## config.mk

```make
export PLATFORM = sky130hd
export DESIGN_NAME = cond_exec_unit
export DESIGN_NICKNAME = d
export VERILOG_FILES = /design/src/rtl/cond_exec_unit.sv
export SDC_FILE = /design/constraint.sdc
export NUM_CORES = 1
export LEC_CHECK = 0
export ABC_AREA = 1
export BUFFER_PORTS_ARGS = -buffer_cell sky130_fd_sc_hd__buf_4
export CORE_MARGIN = 2
export CORE_UTILIZATION = 45
export CTS_BUF_LIST = sky130_fd_sc_hd__clkbuf_2 sky130_fd_sc_hd__clkbuf_4 sky130_fd_sc_hd__clkbuf_8
export DETAILED_ROUTE_END_ITERATION = 12
export GPL_TIMING_DRIVEN = 0
export PLACE_DENSITY = 0.77
export SYNTH_ARGS = -nofsm -noshare
export SYNTH_HDL_FRONTEND = slang
export SYNTH_SLANG_ARGS = --single-unit
export TNS_END_PERCENT = 1
```

## constraint.sdc

```tcl
create_clock -name clk -period 2 [get_ports clk]
set_clock_uncertainty 0.2 [all_clocks]
set_input_delay 0.1 -clock clk [delete_from_list [all_inputs] [get_ports clk]]
set_output_delay 0.1 -clock clk [all_outputs]
set_load 0.01 [all_outputs]
```

## src/rtl/cond_exec_unit.sv

```systemverilog
// cond_exec_unit: NZCV flag register, condition evaluation and IT-block sequencing; optional COND_SKIP_CNT_EN adds an annulled-instruction counter
module cond_exec_unit #(
  parameter int IT_MAX_LEN = 4,
  parameter int CNT_W = 16,
  localparam int RW = $clog2(IT_MAX_LEN + 1)
) (
  input  logic                  clk,
  input  logic                  reset,
  input  logic                  valid_i,
  input  logic [3:0]            cond_i,
  input  logic [1:0]            flag_w_i,
  input  logic [3:0]            alu_flags_i,
  input  logic                  it_start_i,
  input  logic [3:0]            it_cond_i,
  input  logic [RW-1:0]         it_len_i,
  input  logic [IT_MAX_LEN-1:0] it_then_i,
  input  logic                  flush_i,
  output logic                  cond_ex_o,
  output logic [3:0]            flags_o,
  output logic                  it_active_o,
  output logic [RW-1:0]         it_remaining_o,
  output logic                  it_err_o,
  output logic [CNT_W-1:0]      skip_cnt_o
);
  logic                  active;
  logic [IT_MAX_LEN-1:0] pat;
  logic [3:0]            base;
  logic [RW-1:0]         rem;
  logic [3:0]            flags;
  logic [3:0]            slot_cond;
  logic                  go;
  logic                  len_ok;

  function automatic logic eval(input logic [3:0] c, input logic [3:0] f);
    logic r;
    case (c[3:1])
      3'd0: r = f[2];
      3'd1: r = f[1];
      3'd2: r = f[3];
      3'd3: r = f[0];
      3'd4: r = f[1] & ~f[2];
      3'd5: r = f[3] == f[0];
      3'd6: r = ~f[2] & (f[3] == f[0]);
      default: r = 1'b1;
    endcase
    return (c[3:1] == 3'd7) ? ~c[0] : r ^ c[0];
  endfunction

  assign go        = valid_i & ~flush_i;
  assign slot_cond = pat[0] ? base : {base[3:1], ~base[0]};
  assign len_ok    = (it_len_i != '0) && (it_len_i <= RW'(IT_MAX_LEN));
  assign it_err_o  = go & it_start_i & (active | ~len_ok);
  assign cond_ex_o = go & ~(active & it_start_i) & eval(active ? slot_cond : cond_i, flags);

  assign flags_o        = flags;
  assign it_active_o    = active;
  assign it_remaining_o = rem;

  // Flag register: only executed instructions write, NZ and CV independently
  always_ff @(posedge clk or posedge reset) begin
    if (reset) flags <= '0;
    else if (cond_ex_o) begin
      flags[3:2] <= flag_w_i[1] ? alu_flags_i[3:2] : flags[3:2];
      flags[1:0] <= flag_w_i[0] ? alu_flags_i[1:0] : flags[1:0];
    end
  end

  // IT sequencer: open on a legal start, consume one slot per retired instruction, abort on flush
  always_ff @(posedge clk or posedge reset) begin
    if (reset) begin
      active <= 1'b0;
      pat    <= '0;
      base   <= '0;
      rem    <= '0;
    end else if (flush_i) begin
      active <= 1'b0;
      rem    <= '0;
    end else if (valid_i && active) begin
      pat    <= pat >> 1;
      rem    <= rem - RW'(1);
      active <= rem != RW'(1);
    end else if (valid_i && it_start_i && len_ok) begin
      active <= 1'b1;
      pat    <= it_then_i | IT_MAX_LEN'(1);
      base   <= it_cond_i;
      rem    <= it_len_i;
    end
  end

`ifdef COND_SKIP_CNT_EN
  logic [CNT_W-1:0] skip_cnt;
  // Saturating count of retired but annulled instructions
  always_ff @(posedge clk or posedge reset) begin
    if (reset) skip_cnt <= '0;
    else if (go && !cond_ex_o && !(&skip_cnt)) skip_cnt <= skip_cnt + CNT_W'(1);
  end
  assign skip_cnt_o = skip_cnt;
`else
  assign skip_cnt_o = '0;
`endif
endmodule
```

* Word-level counts from Yosys, hierarchy flattened
Index checks and enable logic that the tools add are counted.
** Operators by class
- Mux-type cells :: 12
- Shift operators :: 0
- $mul :: 0
- Reductions and logical operators :: 12
- Add/sub/neg operators :: 1
- Divide/modulo/power cells :: 0
- Equal/unequal tests :: 9
- Magnitude comparators :: 1
- Bitwise logic cells :: 17
** Operators with widths (number)
- equality test 3 bit, second input constant :: 4
- 2-to-1 mux 4 bit :: 3
- 2-to-1 mux 3 bit :: 3
- bitwise AND 1 bit :: 8
- NOT 1 bit :: 7
- case mux 1 bit (7 select lines) :: 1
- equality test 3 x 2 -> 1 bit, second input constant :: 2
- AND reduction 2 bit :: 3
- nonzero test 3 bit :: 2
- 2-to-1 mux 1 bit :: 5
- logical AND 1 bit :: 4
- equality test 3 x 1 -> 1 bit, second input constant :: 1
- <= comparator 3 bit, second input constant :: 1
- zero test 3 bit :: 1
- != test 3 x 1 -> 1 bit, second input constant :: 1
- AND reduction 3 bit :: 1
- subtractor 3 x 1 -> 3 bit, second input constant :: 1
- nonzero test 2 bit :: 1
- equality test 1 bit :: 1
- bitwise OR 1 bit :: 1
- XOR 1 bit :: 1
** Word-level totals
- Bits in read-only memories :: 0
- Input bits :: 26
- Latch bits :: 0
- Register bits :: 16
- Output and inout bits :: 26
- Word-level logic and storage cells :: 58
- Bits in writable memories :: 0
- Memories :: 0

* Logic depth before layout (Yosys ltp)
Gate-level depths: netlist of the first run.
- Depth in word-level cells :: 9
- Mapped depth :: 13
- Depth with buffers taken out :: 13

* Least setup slack after synthesis of the first run
OpenSTA, ideal clock, no wires.
- Path kind :: reg-to-reg
- Start point :: register active (netlist: it_active_o)
- End point :: register flags[0] (netlist: flags_o[0])
- Setup time :: 0.117 ns
- Stages on the path, launching flop included :: 10
- Setup slack :: 0.340 ns
- Data arrival time :: 1.342 ns
- Data required time :: 1.683 ns
- Clock period less this slack :: 1.660 ns
- Buffers on the path :: 1
- Cells stage by stage :: dfrtp_1 -> buf_4 -> o21ai_2 -> nor2_1 -> nand2_1 -> nand4_2 -> nand2_4 -> nand3_2 -> nand2_1 -> nand2_1
** On the way
- Word-level cells in the longest chain between the ends :: 7
- Elaborated cells between the ends (all ways) :: 18
- Classes of those cells :: eq/ne: 7; mux: 3; bitwise: 6; reduce/logical: 2
** Ends and longest elaborated chain
- start: declaration :: line 25 : logic active;
- start signal: assignment :: line 71 : active <= 1'b0;
- start signal: assignment :: line 76 : active <= 1'b0;
- start signal: assignment :: line 81 : active <= rem != RW'(1);
- 2-to-1 mux 4 bit :: line 53 : assign cond_ex_o = go & ~(active & it_start_i) & eval(active ? slot_cond : cond_i, flags);
- equality test 3 bit, or another cell as far along :: line 36 : case (c[3:1])
- case mux 1 bit (7 select lines) :: line 36
- XOR 1 bit :: line 46 : return (c[3:1] == 3'd7) ? ~c[0] : r ^ c[0];
- 2-to-1 mux 1 bit :: line 46
- bitwise AND 1 bit * :: line 53
- AND reduction 2 bit (no line) *
- end signal: assignment :: line 64 : flags[1:0] <= flag_w_i[0] ? alu_flags_i[1:0] : flags[1:0];
- end: declaration :: line 29 : logic [3:0] flags;
Mark *: on every way between the ends. The rest lies on a longest branch, timed or not.
A chain may end at the register's enable or synchronous reset.

* Final worst setup path of the first run
- Start point :: register active (netlist: it_active_o)
- End point :: output port cond_ex_o
** On the way
- Word-level cells in the longest chain between the ends :: 6
- Elaborated cells between the ends (all ways) :: 17
- Classes of those cells :: eq/ne: 7; mux: 3; bitwise: 6; reduce/logical: 1
** Ends and longest elaborated chain
- 2-to-1 mux 4 bit :: line 53
- equality test 3 bit, or another cell as far along :: line 36
- case mux 1 bit (7 select lines) :: line 36
- XOR 1 bit :: line 46
- 2-to-1 mux 1 bit :: line 46
- bitwise AND 1 bit * :: line 53
- end: declaration :: line 18 : output logic cond_ex_o,
Marks and branches as above.

==> metrics.md, run 1 <==
| Metric | Value |
|---|---|
| Outcome | finished, violations left |
| Failing checks | setup timing |
| Highest achievable clock rate | around 470 MHz |
| Ys async rst share | between 90% and 100% |
| Congestion Overflow GR | 0 |
| IO Pins | 52 |
| Number of antenna violations at the first check in global routing | 0 |
| Internal power summed over all cells | 870 uW |
| Routability cong. | 0.754 |
| Antenna cells | 0 |
| Final wirelength | between 3 and 4 mm |
| Least-Margin Pin Slew | ~0.64 ns |
| Cells taking the most area after synthesis | sky130_fd_sc_hd__dfrtp_1, sky130_fd_sc_hd__nand2_1, sky130_fd_sc_hd__buf_4 |
| Worst Path Required | ~1.7 ns |
| Stages on the worst setup path | 11 |
| Register clock-pin slew on the reported worst setup and hold paths | 0.10 ns |
| Max Root-Sink Buffers | 2 |
| Top delay family on crit path | simple AND/OR/NAND/NOR gates |
| Port Buffer Count | 34 |
| Detail-routed net length per standard cell | ~13 um |
| Final hold vios | 0 |
| Max Cap Viol | 0 |
| Post-detailed-route via-to-cell ratio | around 4.8 |
| Total number of clock tree sinks | 16 |
| Largest net degree at the start of global routing | 17 |
| Cell with the largest stage delay on the worst path | sky130_fd_sc_hd__dfrtp_1 |
| Final setup fails | 5 |
| Relative contribution of combinational cells to total power | between 50% and 60% |
| Number of search-and-repair iterations in the first detailed-routing pass | 4 |
| Reg-to-reg slack, setup | -0.05 ns |
| Area share of xor/xnor cells in the synthesized design | between 2 and 2.5% |
| Yosys warning count | 0 |
| Chain of cells forming the critical path | buf_6 > nand2_4 > nand2_4 > inv_4 > nand2_2 > nand2_2 > nand3_4 > nand3_2 > nand2_2 > a21boi_2 > buf_4 |
| Crit path top cell by count | sky130_fd_sc_hd__nand2_2 |
| Number of levels in the clock H-tree | 1 |
| Number of storage elements in the synthesis netlist | 16 |
| Netlist area before placement | 1170 um^2 |
| CTS tree | yes |
| Area of the die | 3020 um^2 |
| Tcrit/Tclk final | 106% |
| Sequential-to-total area share from yosys stat | between 30% and 40% |
| Half-perimeter wire length of the detailed placement result | between 2 and 2.5 mm |
| Most common flop cell mapped by yosys | sky130_fd_sc_hd__dfrtp_1 |
| Pins over their slew limit | 0 |
| Simple-gate portion of the synthesized area | a little under a third |
| Static Leak | 0.00102 uW |
| Cells after Synth | ~160 |
| Via count of the first global-routing pass | approximately 1100 |
| Data arrival time of the critical path | 1.81 ns |
| Number of design rule violations left after detail routing | 0 |
| Area growth, synth to finish | 63.4% |
| Complex-gate fraction of the synthesized area | under 10% |
| Clock share of power | roughly 15% |
| Crit path launch type | flip-flop |
| Tightest hold margin | ~0.25 ns |
| CTS root buffer | sky130_fd_sc_hd__clkbuf_4 |
| Worst min-delay path class | in -> async |
| Rows | 18 |
| Die Width | 55.0 um |
| Cell types with the highest counts after synthesis | sky130_fd_sc_hd__nand2_1, sky130_fd_sc_hd__inv_1, sky130_fd_sc_hd__buf_4, sky130_fd_sc_hd__dfrtp_1 |
| Fill cells | between 150 and 200 |
| Die height | approximately 55 um |
| Most repeated cell in the gate-level netlist after synthesis | sky130_fd_sc_hd__nand2_1 |
| Via count of the routed design | between 1000 and 1500 |
| GRT Util Overall | between 20% and 30% |
| Portion of synthesized cell area occupied by the leading cell type | between 30% and 40% |
| Antenna-violating nets left | 0 |
| VDD IR-drop max | between 0.6 and 0.7 mV |
| Critical-path maximum fanout | 8 |
| Stage delay of the slowest cell on the critical path | between 0.4 and 0.5 ns |
| Core Box Area | between 2000 and 2500 um^2 |
| Insertion delay to the later sink of the worst-skew pair | 0.28 ns |
| Power per cell area | between 700 and 800 nW/um^2 |
| Number of nets in the layout | roughly 270 |
| Worst Reg-to-Reg Cells | 15 |
| Mean area per synthesized cell | 7.50 um^2 |
| Critical path class | reg -> out |
| Sequential group share of total power | 33.8% |
| First-pass GRT wire length | 4.75 mm |
| Multiplexer share of the synthesized area | less than 1% |
| Kind of end point of the critical path | primary output |
| Buffers plus inverters on the worst setup path | 3 |
| Post-place setup slack | roughly 0.16 ns |
| Worst-case headroom to the max-slew limit | 57.5% |
| Largest family of logic cells by synthesized area | simple AND/OR/NAND/NOR gates |
| Layout cell share with drive strength beyond 1 | between 40% and 50% |
| Post-synthesis share of cell area spent on full adders, half adders and majority gates | around 2.1% |
| Detailed router's first-iteration violation count | 38 |
| Setup repair after global routing missed its margin | true |
| Number of CTS-inserted buffers | 3 |
| Distinct cell type count after synthesis | 27 |
| Count of flip-flops with a built-in enable after synthesis | 0 |
| Switching portion of total power | roughly two fifths |
| Setup ws final | -0.110 ns |
| Min Tclk post-route | roughly 2.1 ns |
| Net switching power figure | between 500 and 600 uW |
| Top cell type by total area after synthesis | sky130_fd_sc_hd__dfrtp_1 |
| Effective utilization at floorplan | between 40% and 50% |
-- final cells by class --
cell class	instances	area (um^2)	area share (%)
well taps	30	37.5	1.96
flip-flops and latches	16	400	20.9
multi-input cells	115	701	36.6
plain buffers	18	136	7.13
clock buffers	4	36.3	1.90
inverters	22	85.1	4.45
repair buffers	62	515	27.0
-- power groups by stage --
stage	clock [uW]	combinational (uW)	sequential (uW)
global placement	0	534	486
global route	241	818	500
detailed placement	0	554	492
CTS	220	620	486
finish	219	745	491
floorplan	0	355	498
-- state kept, by name, indices dropped and copies added (netlist names) --
| register | count |
|---|---|
| base | 4 |
| flags_o | 4 |
| pat | 4 |
| it_remaining_o | 3 |
| it_active_o | 1 |
-- worst paths after layout --
path / start / end
min reg2reg: flags_o[2]$_DFFE_PP0P_ / flags_o[2]$_DFFE_PP0P_
min in group clk: flags_o[2]$_DFFE_PP0P_ / flags_o[2]$_DFFE_PP0P_
max: it_active_o$_DFFE_PP0P_ / cond_ex_o
max in group asynchronous: reset / base[3]$_DFFE_PP0P_
max reg2reg: it_active_o$_DFFE_PP0P_ / flags_o[1]$_DFFE_PP0P_
min: reset / pat[3]$_DFFE_PP0P_
-- routing by layer --
layer | share of wire [%] | track usage (%) | vias up | routed length, um
li1 | - | - | 629 | -
met5 | 0 | 0 | - | 0
met2 | 53 | 45.4 | 57 | 1790
met1 | 39 | 23.0 | 584 | 1310
met3 | 5.6 | 2.69 | 12 | 189
met4 | 2.6 | 5.69 | 0 | 87
-- cells by family after synthesis --
group	count (synthesis)
XOR/XNOR	3
other	1
flip-flops	16
buffers and inverters	40
multiplexers	1
adder cells (fa/ha/maj)	2
AO/OA/AOI/OAI	21
AND/OR/NAND/NOR	72
-- cell usage in the layout, fill, tap and decap left out, types with 2 or more instances in the layout --
cell	n
sky130_fd_sc_hd__buf_4	58
sky130_fd_sc_hd__nand2_1	27
sky130_fd_sc_hd__dlygate4sd3_1	20
sky130_fd_sc_hd__inv_1	18
sky130_fd_sc_hd__conb_1	16
sky130_fd_sc_hd__dfrtp_1	16
sky130_fd_sc_hd__nand2_2	11
sky130_fd_sc_hd__nor2_1	9
sky130_fd_sc_hd__nand3_1	7
sky130_fd_sc_hd__a21oi_1	6
sky130_fd_sc_hd__o21ai_0	6
sky130_fd_sc_hd__nand3_2	5
sky130_fd_sc_hd__nand4_1	4
sky130_fd_sc_hd__inv_2	3
sky130_fd_sc_hd__o22ai_1	3
sky130_fd_sc_hd__nand2_4	3
sky130_fd_sc_hd__clkbuf_4	3
sky130_fd_sc_hd__xnor2_1	2
sky130_fd_sc_hd__nand3_4	2
sky130_fd_sc_hd__ha_1	2
-- timing repair --
item,4_1_cts,5_1_grt
hold endpoints to repair,32,0
hold buffers,20,0
setup endpoints to repair,1,5
pin swaps,5,9
gates resized for setup,5,20
buffers inserted,5,3
gates cloned,0,0
-- through the flow --
step	instances	TNS, ns	util [%]	instance area [um^2]	total power, uW
floorplan	171	0	-	1230	853
global placement	235	0	61.3	1520	1020
detailed placement	235	0	61.3	1520	1050
CTS	264	-0.0230	73.0	1810	1330
global route	267	-0.833	77.2	1910	1560
finish	267	-0.306	77.2	1910	1450
-- tightest hold or removal path: cells and delay by family --
family | cells | cell delay (ns)
buffers and inverters | 3 | 1.13
Note: power is estimated with default switching activity, not from simulation.
==> run 2: changes to the inputs <==
--- a/config.mk
+++ b/config.mk
@@ -7,7 +7,7 @@
 export LEC_CHECK = 0
 export ABC_AREA = 1
 export BUFFER_PORTS_ARGS = -buffer_cell sky130_fd_sc_hd__buf_4
-export CORE_MARGIN = 2
+export CORE_MARGIN = 3
 export CORE_UTILIZATION = 45
 export CTS_BUF_LIST = sky130_fd_sc_hd__clkbuf_2 sky130_fd_sc_hd__clkbuf_4 sky130_fd_sc_hd__clkbuf_8
 export DETAILED_ROUTE_END_ITERATION = 12
==> run 2 against run 1 <==
The run still ends with setup timing left. Sequential share of layout area increased by 0.13 points. Sequential power hardly changed. Combinational power is 0.5% lower. Power fell by 0.97%. Critical path type unchanged. Largest power group unchanged.
==> metrics.md, run 2 (synthesis results as in run 1) <==
| Metric | Value |
|---|---|
| Pins over their slew limit | 0 |
| Post-detailed-route via-to-cell ratio | 4.85 |
| Commonest non-fill, non-tap cells in the layout | sky130_fd_sc_hd__buf_4, sky130_fd_sc_hd__nand2_1, sky130_fd_sc_hd__dlygate4sd3_1 |
| Post-place setup slack | 0.203 ns |
| Final wirelength | approximately 3.5 mm |
| Data arrival time of the critical path | around 1.8 ns |
| CTS tree | yes |
| Top layer reached by signal wires | met4 |
| Antenna-violating nets left | 0 |
| Post-placement cell count | approximately 230 |
| IO Pins | 52 |
| Outcome | finished, violations left |
| Sequential group share of total power | 34.1% |
| Final total negative setup slack | -0.0558 ns |
| Detail-routed net length per standard cell | between 10 and 15 um |
| Area growth, synth to finish | 62.9% |
| Switching portion of total power | between 40% and 50% |
| Number of design rule violations left after detail routing | 0 |
| Cell with the largest stage delay on the worst path | sky130_fd_sc_hd__dfrtp_2 |
| GRT Util Overall | about a fifth |
| Congestion Overflow GR | 0 |
| Power per cell area | roughly 760 nW/um^2 |
| Area of the die | about 3200 um^2 |
| Number of search-and-repair iterations in the first detailed-routing pass | 4 |
| Effective utilization at floorplan | approximately 50% |
| Insertion delay to the later sink of the worst-skew pair | around 0.28 ns |
| Worst min-delay path class | in -> reg |
| Core Box Area | 2340 um^2 |
| Routability cong. | between 0.9 and 1 |
| Post-layout instance area | around 1900 um^2 |
| Setup ws final | -0.0558 ns |
| VDD IR-drop max | around 0.76 mV |
| Final standard cell count with taps included and fillers excluded | approximately 260 |
| Detailed router's first-iteration violation count | 62 |
| Final setup fails | 1 |
| Worst-case headroom to the max-slew limit | between 60% and 70% |
| Routed wl met2 | around 1.9 mm |
| Critical-path maximum fanout | 5 |
| Fill cells | ~150 |
| Met1 layer wirelength in the final routing | between 1 and 1.5 mm |
| Min Tclk post-route | 2.06 ns |
| Clock share of power | between 10% and 20% |
| Worst Path Required | about 1.7 ns |
| Net switching power figure | between 500 and 600 uW |
| First-pass GRT wire length | 5.27 mm |
| Stage delay of the slowest cell on the critical path | about 0.46 ns |
| Number of CTS-inserted buffers | 3 |
| Number of levels in the clock H-tree | 1 |
| Max Root-Sink Buffers | 2 |
| Register clock-pin slew on the reported worst setup and hold paths | roughly 0.090 ns |
| Setup repair after global routing missed its margin | true |
| Port Buffer Count | 34 |
| Chain of cells forming the critical path | buf_6 > nand2_1 > nand2_2 > nand3_1 > nand2_1 > nand2_2 > nand4_4 > a21boi_2 > buf_4 |
| Die height | about 57 um |
| Static Leak | about 0.0010 uW |
| Number of antenna violations at the first check in global routing | 0 |
| CTS root buffer | sky130_fd_sc_hd__clkbuf_4 |
| Relative contribution of combinational cells to total power | between 50% and 60% |
| Highest achievable clock rate | approximately 490 MHz |
| Die Width | around 57 um |
| Reg-to-reg slack, setup | approximately 0.020 ns |
| Least-Margin Pin Slew | 0.592 ns |
| Total number of clock tree sinks | 16 |
| Internal power summed over all cells | about 860 uW |
| Crit path launch type | flip-flop |
| Via count of the first global-routing pass | 1259 |
| Routed wire length on met3 | between 150 and 200 um |
| Number of nets in the layout | approximately 260 |
| Commonest non-fill, non-tap cell in the layout | sky130_fd_sc_hd__buf_4 |
| Max Cap Viol | 0 |
| Rows | 17 |
| Antenna cells | 0 |
| Tightest hold margin | 0.0199 ns |
| Half-perimeter wire length of the detailed placement result | between 2 and 2.5 mm |
| Layout cell share with drive strength beyond 1 | a little under 40% |
| Critical path class | reg -> out |
| Post-DP Area | about 1500 um^2 |
| Via count of the routed design | ~1300 |
| Tcrit/Tclk final | 103% |
| Failing checks | setup timing |
| Largest net degree at the start of global routing | 17 |
| Kind of end point of the critical path | primary output |
| Final hold vios | 0 |
## run 2: repair_timing
item	4_1_cts	5_1_grt
endpoints found under the hold margin	32	0
endpoints found under the setup margin	1	5
hold buffers	19	0
setup buffers	4	1
resized for setup	14	15
gates cloned	1	0
pin swaps	8	6
## run 2: cell type report
type | instances | area [um^2] | area share [%]
multi-input cells | 115 | 714 | 37.5
repair buffers | 59 | 494 | 25.9
flip-flops and latches | 16 | 402 | 21.1
plain buffers | 18 | 136 | 7.16
inverters | 22 | 87.6 | 4.60
clock buffers | 4 | 36.3 | 1.90
well taps | 28 | 35.0 | 1.84
## run 2: power by group through the flow
| stage | registers (uW) | logic, uW | clock network, uW |
|---|---|---|---|
| floorplan | 498 | 355 | 0 |
| CTS | 485 | 645 | 211 |
| finish | 491 | 741 | 208 |
| global placement | 487 | 535 | 0 |
| global route | 503 | 814 | 232 |
| detailed placement | 490 | 555 | 0 |
## run 2: final timing paths
check                      cells after the start                       to                     from
setup reg to reg                              13   flags_o[2]$_DFFE_PP0P_  it_active_o$_DFFE_PP0P_
setup / recovery                               9                cond_ex_o  it_active_o$_DFFE_PP0P_
min in group asynchronous                      3       pat[0]$_DFFE_PP0P_                    reset
hold / removal                                 4   flags_o[0]$_DFFE_PP0P_               it_start_i
hold reg to reg                                2   flags_o[1]$_DFFE_PP0P_   flags_o[1]$_DFFE_PP0P_
max in group asynchronous                      3  it_active_o$_DFFE_PP0P_                    reset
## run 2: through the flow
| stage | utilization, % | power, uW |
|---|---|---|
| 3_3_place_gp | 64.8 | 1020 |
| 4_1_cts | 78.2 | 1340 |
| 2_1_floorplan | - | 853 |
| 6_report | 81.4 | 1440 |
| 5_1_grt | 81.4 | 1550 |
| 3_5_place_dp | 64.8 | 1040 |
## run 2: layer usage
metal | track usage, % | up-vias
li1 | - | 626
met1 | 23.0 | 589
met2 | 37.0 | 48
met3 | 2.71 | 8
met4 | 9.27 | 0
met5 | 0 | -
## run 2: worst max-delay path, delay by kind of cell, from the launching register on
| family | cells | cell delay (ns) |
|---|---|---|
| buffers and inverters | 2 | 0.28 |
| DFF | 1 | 0.46 |
| AOI/OAI and AO/OA | 1 | 0.16 |
| and+or+nand+nor | 6 | 0.57 |
